File: src/rtl/pipe_ctrl_pkg.sv
// pipe_ctrl_pkg: opcode, jump-class and FSM state definitions shared by the hazard controller.
package pipe_ctrl_pkg;
    localparam logic [5:0] OP_RTYPE = 6'h00;
    localparam logic [5:0] OP_BEQ   = 6'h04;
    localparam logic [5:0] OP_BNE   = 6'h05;
    localparam logic [5:0] OP_SW    = 6'h2b;
    localparam logic [5:0] OP_LW    = 6'h23;

    localparam logic [1:0] JUMP_NONE = 2'b00;
    localparam logic [1:0] JUMP_J    = 2'b01;
    localparam logic [1:0] JUMP_JR   = 2'b10;

    typedef enum logic {RUN = 1'b0, STALL = 1'b1} state_t;

    function automatic logic uses_rt(input logic [5:0] op);
        return op == OP_RTYPE || op == OP_BEQ || op == OP_BNE || op == OP_SW;
    endfunction
endpackage

File: src/rtl/pipe_hazard_ctrl_if.sv
// pipe_hazard_ctrl_if: pipeline-side signals of the hazard controller.
// HAZARD_STATS_EN adds the stall/flush statistics counters.
interface pipe_hazard_ctrl_if #(parameter int CNT_W = 32);
    logic [31:0] id_inst;
    logic        ex_mem_read;
    logic [4:0]  ex_rt;
    logic        ex_branch_taken;
    logic [1:0]  id_jump;
    logic        mem_busy;
    logic        pc_we;
    logic        ifid_we;
    logic        ifid_flush;
    logic        idex_flush;
    logic        stall_busy;
`ifdef HAZARD_STATS_EN
    logic [CNT_W-1:0] stall_cnt;
    logic [CNT_W-1:0] flush_cnt;
    modport master (output id_inst, ex_mem_read, ex_rt, ex_branch_taken, id_jump, mem_busy,
                    input pc_we, ifid_we, ifid_flush, idex_flush, stall_busy, stall_cnt, flush_cnt);
    modport slave  (input id_inst, ex_mem_read, ex_rt, ex_branch_taken, id_jump, mem_busy,
                    output pc_we, ifid_we, ifid_flush, idex_flush, stall_busy, stall_cnt, flush_cnt);
`else
    modport master (output id_inst, ex_mem_read, ex_rt, ex_branch_taken, id_jump, mem_busy,
                    input pc_we, ifid_we, ifid_flush, idex_flush, stall_busy);
    modport slave  (input id_inst, ex_mem_read, ex_rt, ex_branch_taken, id_jump, mem_busy,
                    output pc_we, ifid_we, ifid_flush, idex_flush, stall_busy);
`endif
endinterface

File: src/rtl/pipe_hazard_ctrl_lu_detect.sv
// hazard_lu_detect: flags an ID instruction that reads the register an EX-stage load is about to write.
module hazard_lu_detect
    import pipe_ctrl_pkg::*;
(
    input  logic [15:0] inst_hi,
    input  logic        ex_mem_read,
    input  logic [4:0]  ex_rt,
    output logic        lu_hit
);
    logic [5:0] op;
    logic [4:0] rs, rt;
    assign op = inst_hi[15:10];
    assign rs = inst_hi[9:5];
    assign rt = inst_hi[4:0];
    assign lu_hit = ex_mem_read && ex_rt != 5'd0 && (ex_rt == rs || (ex_rt == rt && uses_rt(op)));
endmodule

File: src/rtl/pipe_hazard_ctrl.sv
// pipe_hazard_ctrl: stall/flush sequencer for PC, IF/ID and ID/EX; outputs are same-cycle.
// HAZARD_STATS_EN adds saturating stall_cnt/flush_cnt statistics.
module pipe_hazard_ctrl
    import pipe_ctrl_pkg::*;
#(
    parameter int LU_STALL_CYCLES = 1,
    parameter int CNT_W           = 32
) (
    input logic clk,
    input logic reset,
    pipe_hazard_ctrl_if.slave bus
);
    state_t     state, state_n;
    logic [1:0] cnt, cnt_n;
    logic       lu_hit;
    logic       pc_we, ifid_we, ifid_flush, idex_flush;

    hazard_lu_detect u_lu (
        .inst_hi     (bus.id_inst[31:16]),
        .ex_mem_read (bus.ex_mem_read),
        .ex_rt       (bus.ex_rt),
        .lu_hit      (lu_hit)
    );

    always_ff @(posedge clk or posedge reset)
        if (reset) begin
            state <= RUN;
            cnt   <= 2'd0;
        end else begin
            state <= state_n;
            cnt   <= cnt_n;
        end

    // Priority: memory freeze, then branch abort, then load-use, then jump bubble.
    always_comb begin
        state_n    = state;
        cnt_n      = cnt;
        pc_we      = 1'b1;
        ifid_we    = 1'b1;
        ifid_flush = 1'b0;
        idex_flush = 1'b0;
        if (reset) begin
            pc_we   = 1'b0;
            ifid_we = 1'b0;
        end else if (bus.mem_busy) begin
            pc_we   = 1'b0;
            ifid_we = 1'b0;
        end else if (bus.ex_branch_taken) begin
            ifid_flush = 1'b1;
            idex_flush = 1'b1;
            state_n    = RUN;
            cnt_n      = 2'd0;
        end else if (state == STALL || lu_hit) begin
            pc_we      = 1'b0;
            ifid_we    = 1'b0;
            idex_flush = 1'b1;
            if (state == STALL) begin
                cnt_n   = cnt - 2'd1;
                state_n = cnt == 2'd1 ? RUN : STALL;
            end else if (LU_STALL_CYCLES > 1) begin
                cnt_n   = 2'(LU_STALL_CYCLES - 1);
                state_n = STALL;
            end
        end else if (bus.id_jump != JUMP_NONE) begin
            ifid_flush = 1'b1;
        end
    end

    assign bus.pc_we      = pc_we;
    assign bus.ifid_we    = ifid_we;
    assign bus.ifid_flush = ifid_flush;
    assign bus.idex_flush = idex_flush;
    assign bus.stall_busy = !reset && state == STALL;

`ifdef HAZARD_STATS_EN
    logic [CNT_W-1:0] stall_cnt, flush_cnt;

    always_ff @(posedge clk or posedge reset)
        if (reset) begin
            stall_cnt <= '0;
            flush_cnt <= '0;
        end else begin
            if (idex_flush && !ifid_flush && !(&stall_cnt)) stall_cnt <= stall_cnt + 1'b1;
            if (ifid_flush && !(&flush_cnt)) flush_cnt <= flush_cnt + 1'b1;
        end

    assign bus.stall_cnt = stall_cnt;
    assign bus.flush_cnt = flush_cnt;
`endif
endmodule

File: src/flat_wrapper.sv
// flat-port wrapper written by rule: the top's interface ports become plain ports
module pipe_hazard_ctrl_flat import pipe_ctrl_pkg::*;
#(
    parameter int LU_STALL_CYCLES = 1,
    parameter int CNT_W           = 32
)
  (clk, reset, bus_id_inst, bus_ex_mem_read, bus_ex_rt, bus_ex_branch_taken, bus_id_jump, bus_mem_busy, bus_pc_we, bus_ifid_we, bus_ifid_flush, bus_idex_flush, bus_stall_busy);
  pipe_hazard_ctrl_if #(.CNT_W(CNT_W)) bus_i ();
  input logic clk;
  input logic reset;
  input wire logic [$bits(bus_i.id_inst)-1:0] bus_id_inst;
  input wire logic [$bits(bus_i.ex_mem_read)-1:0] bus_ex_mem_read;
  input wire logic [$bits(bus_i.ex_rt)-1:0] bus_ex_rt;
  input wire logic [$bits(bus_i.ex_branch_taken)-1:0] bus_ex_branch_taken;
  input wire logic [$bits(bus_i.id_jump)-1:0] bus_id_jump;
  input wire logic [$bits(bus_i.mem_busy)-1:0] bus_mem_busy;
  output wire logic [$bits(bus_i.pc_we)-1:0] bus_pc_we;
  output wire logic [$bits(bus_i.ifid_we)-1:0] bus_ifid_we;
  output wire logic [$bits(bus_i.ifid_flush)-1:0] bus_ifid_flush;
  output wire logic [$bits(bus_i.idex_flush)-1:0] bus_idex_flush;
  output wire logic [$bits(bus_i.stall_busy)-1:0] bus_stall_busy;
  assign bus_i.id_inst = bus_id_inst;
  assign bus_i.ex_mem_read = bus_ex_mem_read;
  assign bus_i.ex_rt = bus_ex_rt;
  assign bus_i.ex_branch_taken = bus_ex_branch_taken;
  assign bus_i.id_jump = bus_id_jump;
  assign bus_i.mem_busy = bus_mem_busy;
  assign bus_pc_we = bus_i.pc_we;
  assign bus_ifid_we = bus_i.ifid_we;
  assign bus_ifid_flush = bus_i.ifid_flush;
  assign bus_idex_flush = bus_i.idex_flush;
  assign bus_stall_busy = bus_i.stall_busy;
  pipe_hazard_ctrl #(.LU_STALL_CYCLES(LU_STALL_CYCLES), .CNT_W(CNT_W)) u_core (.clk(clk), .reset(reset), .bus(bus_i));
endmodule
File: config.mk
export PLATFORM = sky130hd
export DESIGN_NAME = pipe_hazard_ctrl_flat
export DESIGN_NICKNAME = d
export VERILOG_FILES = /design/src/rtl/pipe_ctrl_pkg.sv /design/src/rtl/pipe_hazard_ctrl_if.sv /design/src/rtl/pipe_hazard_ctrl_lu_detect.sv /design/src/rtl/pipe_hazard_ctrl.sv /design/src/flat_wrapper.sv
export SDC_FILE = /design/constraint.sdc
export NUM_CORES = 1
export LEC_CHECK = 0
export BUFFER_PORTS_ARGS = -buffer_cell sky130_fd_sc_hd__buf_2
export CORE_AREA = 2 2 39 41
export DETAILED_ROUTE_END_ITERATION = 16
export DIE_AREA = 0 0 41 43
export GPL_TIMING_DRIVEN = 0
export PLACE_DENSITY_LB_ADDON = 0.2
export SYNTH_ARGS = -nofsm -noshare
export SYNTH_HDL_FRONTEND = slang
export SYNTH_SLANG_ARGS = --single-unit
File: constraint.sdc
create_clock -name clk -period 2.1 [get_ports clk]
set_input_delay 0.42 -clock clk [delete_from_list [all_inputs] [get_ports clk]]
set_output_delay 0.42 -clock clk [all_outputs]
set_load 0.05 [all_outputs]
=== Word level (Yosys, flattened, before mapping) ===
Cells that the tools add are included.

* Reductions and logical operators: 17
* Add/subtract/negate cells: 1
* Muxes and demuxes: 20
* Eq/ne operators: 6
* Bitwise operators: 2

{| class="wikitable"
|+ Operators by type and width
! operator !! count
|-
| $mux 1 || 17
|-
| $eq 6x3->1 const B || 2
|-
| $eq 5x5->1 || 2
|-
| $eq 6x6->1 const B || 1
|-
| $logic_not 6->1 || 1
|-
| $mux 2 || 3
|-
| $reduce_bool 2->1 || 3
|-
| $logic_or 1x1->1 || 5
|-
| $reduce_bool 5->1 || 1
|-
| $logic_and 1x1->1 || 4
|-
| $reduce_and 4->1 || 1
|-
| $reduce_and 3->1 || 1
|-
| $eq 2x1->1 const B || 1
|-
| $not 1->1 || 2
|-
| $sub 2x1->2 const B || 1
|-
| $logic_not 1->1 || 1
|}

* Input port bits: 44
* Output and inout bits: 5
* Word-level logic and storage cells: 48
* Register bits: 3

=== Logic depth before layout (Yosys ltp) ===
* Depth after elaboration: 12
* Mapped depth: 5
* Mapped depth without buffers: 4

=== Hierarchy ===
A second synthesis with hierarchy kept.

* Cells, all modules: 47
* Area, all modules: 359.1 um2

{| class="wikitable"
|+ By module, submodules not included
! module !! area each (um2) !! sequential area each (um2) !! cells an instance !! times used
|-
| pipe_hazard_ctrl || 206.4 || 75.1 || 27 || 1
|-
| hazard_lu_detect || 152.6 || 0.0 || 20 || 1
|}

=== Least setup slack after synthesis ===
OpenSTA, ideal clock, no wires.

* Path kind: input to output
* Start point: in bus_ex_rt[3]
* End point: out bus_pc_we
* Arrival time: 2.840 ns
* Path slack: -1.160 ns
* Data required time: 1.680 ns
* Path buffers: 1
* Stages: 5
* Cells stage by stage: or4_1 -> o21ai_2 -> nor4b_1 -> o31ai_1 -> buf_4

* Cells in the longest elaborated chain, start to end: 9
* Elaborated cells between the ends (all ways): 12
* Classes of those cells: eq/ne (2); mux (4); reduce/logical (6)

{| class="wikitable"
|+ RTL lines
! element !! RTL line !! source
|-
| start, declared || flat_wrapper.sv:13 || <nowiki>input wire logic [$bits(bus_i.ex_rt)-1:0] bus_ex_rt;</nowiki>
|-
| $eq 5x5->1 || pipe_hazard_ctrl_lu_detect.sv:15 || <nowiki>assign lu_hit = ex_mem_read && ex_rt != 5'd0 && (ex_rt == rs || (ex_rt == rt && uses_rt(op)));</nowiki>
|-
| $logic_and 1x1->1 || pipe_hazard_ctrl_lu_detect.sv:15 ||
|-
| $logic_or 1x1->1 || pipe_hazard_ctrl_lu_detect.sv:15 ||
|-
| $logic_and 1x1->1 (*) || pipe_hazard_ctrl_lu_detect.sv:15 ||
|-
| $logic_or 1x1->1 (*) || pipe_hazard_ctrl.sv:53 || <nowiki>end else if (state == STALL || lu_hit) begin</nowiki>
|-
| $mux 1 (*) (4 in series) || - ||
|-
| end, declared || flat_wrapper.sv:17 || <nowiki>output wire logic [$bits(bus_i.pc_we)-1:0] bus_pc_we;</nowiki>
|}

Mark *: on every way between the ends. The rest lies on a longest branch, timed or not.

=== Worst setup path in the final report ===
* Start point: in bus_ex_rt[1]
* End point: out bus_pc_we

* Cells in the longest elaborated chain, start to end: 9
* Elaborated cells between the ends (all ways): 12
* Classes of those cells: eq/ne (2); mux (4); reduce/logical (6)

{| class="wikitable"
|+ RTL lines
! element !! RTL line !! source
|-
| $eq 5x5->1 || pipe_hazard_ctrl_lu_detect.sv:15 ||
|-
| $logic_and 1x1->1 || pipe_hazard_ctrl_lu_detect.sv:15 ||
|-
| $logic_or 1x1->1 || pipe_hazard_ctrl_lu_detect.sv:15 ||
|-
| $logic_and 1x1->1 (*) || pipe_hazard_ctrl_lu_detect.sv:15 ||
|-
| $logic_or 1x1->1 (*) || pipe_hazard_ctrl.sv:53 ||
|-
| $mux 1 (*) || pipe_hazard_ctrl.sv:53 ||
|-
| $mux 1 (*) || pipe_hazard_ctrl.sv:48 || <nowiki>end else if (bus.ex_branch_taken) begin</nowiki>
|-
| $mux 1 (*) || pipe_hazard_ctrl.sv:45 || <nowiki>end else if (bus.mem_busy) begin</nowiki>
|-
| $mux 1 (*) || pipe_hazard_ctrl.sv:42 || <nowiki>if (reset) begin</nowiki>
|}

Marked as above.

==> summary.txt <==
final clock skew - 0.000317 ns
Min-Delay Path Class - in -> async
Routability Congestion - 0.601
first-pass GRT wire length - 1.73 mm
Yosys reg bits - 3
CTS Buf Count - 3
TritonCTS sink count - 3
minimum clock period - 2.38 ns
Seq/Total Area, Yosys - 0.203
CTS tree - done
Iteration-0 DRC Markers - 0
Max rail drop VDD - 151 µV
max frequency - 0.421 GHz
Wirelength per Cell - 9.98 µm
final WL - 998 µm
syn_area_per_cell - 8.20 µm²
critical path data arrival time - 1.96 ns
Power Dens Cells - 393 nW/µm²
Nets - 130
max incr delay on CP - 0.53 ns
final slew viol count - 0
Crit. Startpoint - bus_ex_rt[1]
GR Overflow Total - 0
Slowest-stage cell, CP - or4_4
EDFF count, synth - 0
failing checks - setup timing
Root Buffer - clkbuf_4
total power - 0.000282 W
library cells used by synthesis - 26
Relative slew margins - 0.729
RSZ-0062 raised after global routing - true
status - complete, but fails checks
Die H - 43 µm
die area - 1760 µm²
Starting Density - 0.267
Cell Area, Synth - 369 µm²
Remaining DRCs - 0
Post-Syn Nets - 90
via count of the first global-routing pass - 495
I/O pin cnt - 49
Worst R2R Setup Slack - 1.16 ns
post-route ant nets - 0
Worst-path clk slew - 0.04 ns
Worst Path Max Fanout - 3
# diodes - 0
ys async rst share - 1.00
Most common cell on crit path - buf_8
initial antenna violation count - 0
Synth Warn # - 0
largest net degree at the start of global routing - 8
Worst-Margin Slew - 0.403 ns
Final Hold Fails - 0
hold slack - 0.0766 ns
Clk Latency, worst-skew pair - 0.23 ns
Crit Path Class - in -> out
Reg2Reg Launch Point - u_core.state
r2r worst-path depth - 3
Static Leakage - 0.350 nW
Via density - 4.71
fin worst setup slack - -0.276 ns
reg-to-reg endpoint - u_core.cnt[0]
startpoint types - input port
Post-Syn Instances - 45
row count - 14
First-pass DRT Iterations - 1
# setup viols final - 4
crit path capture type - output port
count of buffers from port buffering - 32
Max Buffers Root-to-Sink - 2
CP required - 1.68 ns
H-tree levels - 1
Layout area overhead - 94.6%
layout cells sized above 1 - 0.548
Total Routing Usage GR - 0.140
crit path cell chain - buf_8 -> or4_4 -> o21ai_4 -> nor4b_4 -> buf_4 -> o31ai_4 -> buf_6 -> buf_8
Die Wd - 41 µm
MaxCap Viol Count - 0
Core ar. - 1380 µm²
half-perimeter wire length after placement - 811 µm
top_reg_cell synth - dfrtp_1
routed via count - 471
period utilisation layout - 1.13
## final cells by class
class / count / area, µm²
Fill cell: 126 / 666
Sequential cell: 3 / 75.1
Multi-Input combinational cell: 38 / 343
Timing Repair Buffer: 35 / 231
Clock buffer: 4 / 26.3
Tap cell: 16 / 20.0
Inverter: 3 / 11.3
Buffer: 1 / 11.3
## layout by cell type (no fill, tap or decap)
| cell | netlist | routed |
|---|---|---|
| and2_1 | 1 | 1 |
| and3_1 | 1 | 1 |
| buf_2 | 0 | 26 |
| buf_4 | 1 | 3 |
| buf_6 | 0 | 4 |
| buf_8 | 0 | 3 |
| clkbuf_1 | 0 | 1 |
| clkbuf_4 | 0 | 3 |
| dfrtp_1 | 3 | 3 |
| ha_1 | 1 | 1 |
| inv_1 | 3 | 3 |
| mux2i_1 | 1 | 1 |
| nand2_1 | 3 | 3 |
| nand2b_1 | 1 | 1 |
| nand3_1 | 1 | 1 |
| nand3b_1 | 1 | 1 |
| nand4_1 | 1 | 1 |
| nor2_1 | 2 | 2 |
| nor2b_1 | 1 | 1 |
| nor3_1 | 1 | 1 |
| nor4_4 | 0 | 1 |
| nor4b_4 | 0 | 1 |
| o21ai_0 | 5 | 5 |
| o21ai_4 | 0 | 1 |
| o31ai_4 | 0 | 1 |
| o41a_2 | 0 | 1 |
| o41ai_4 | 0 | 1 |
| or3_1 | 1 | 1 |
| or4_4 | 0 | 1 |
| xnor2_1 | 7 | 7 |
| xor2_1 | 3 | 3 |
## how the worst max path moves through the flow
stage / endpoint / slack, ns / depth (start not counted)
global placement: bus_idex_flush / -0.36 / 6
finish: bus_pc_we / -0.28 / 8
global route: bus_pc_we / -0.32 / 8
detailed placement: bus_idex_flush / -0.36 / 6
CTS: bus_idex_flush / -0.33 / 6
floorplan: bus_pc_we / -0.34 / 5
## power by group
part,total [W],leakage [nW],internal (W),switching [W]
clock network,0.000101,0.0150,0.0000712,0.0000301
logic,0.000123,0.294,0.0000619,0.0000607
registers,0.0000581,0.0419,0.0000581,0
## per-layer routing
metal | GRT usage | wire (µm) | vias up
met1 | 0.139 | 386 | 203
met3 | 0.0105 | 91 | 0
met2 | 0.256 | 520 | 28
li1 | - | - | 240
met4 | 0.0800 | 0 | 0
met5 | 0 | 0 | -
## through the flow
| stage | utilization | cells | TNS [ns] | setup slack (ns) | cell area [µm²] |
|---|---|---|---|---|---|
| after floorplan | - | 45 | -0.782 | -0.341 | 432 |
| after global placement | 0.442 | 93 | -1.14 | -0.360 | 612 |
| after detailed placement | 0.442 | 93 | -1.15 | -0.361 | 612 |
| after CTS | 0.519 | 100 | -1.09 | -0.325 | 718 |
| after global routing | 0.519 | 100 | -1.12 | -0.322 | 718 |
| final | 0.519 | 100 | -0.956 | -0.276 | 718 |
## registers in the layout (all words and copies together), names as in the netlist
name	count
u_core.state	1
u_core.cnt	2
## cell families after synthesis
| logic type | synth area share |
|---|---|
| flip-flops | 0.203 |
| buffers and inverters | 0.0509 |
| XOR/XNOR | 0.237 |
| AND/OR/NAND/NOR | 0.261 |
| multiplexers | 0.0271 |
| AO/OA/AOI/OAI | 0.186 |
| adder cells (fa/ha/maj) | 0.0339 |
## synthesized netlist by cell type (2+ instances only)
cell type | n | area share
xnor2_1 | 7 | 0.17
o21ai_0 | 5 | 0.068
dfrtp_1 | 3 | 0.20
inv_1 | 3 | 0.031
nand2_1 | 3 | 0.031
xor2_1 | 3 | 0.071
nor2_1 | 2 | 0.020
## critical path: cells and delay by family
kind | cells | cell delay (ns)
AO/OA/AOI/OAI | 2 | 0.42
buffers and inverters | 4 | 0.51
AND/OR/NAND/NOR | 2 | 0.60
## repair_timing
action | in CTS | in global routing
setup endpoints to repair | 4 | 4
setup buffers | 3 | 0
hold buffers | 0 | 0
pin swaps | 4 | 2
resized for setup | 16 | 0
No activity file was read; power rests on OpenSTA's default activity.
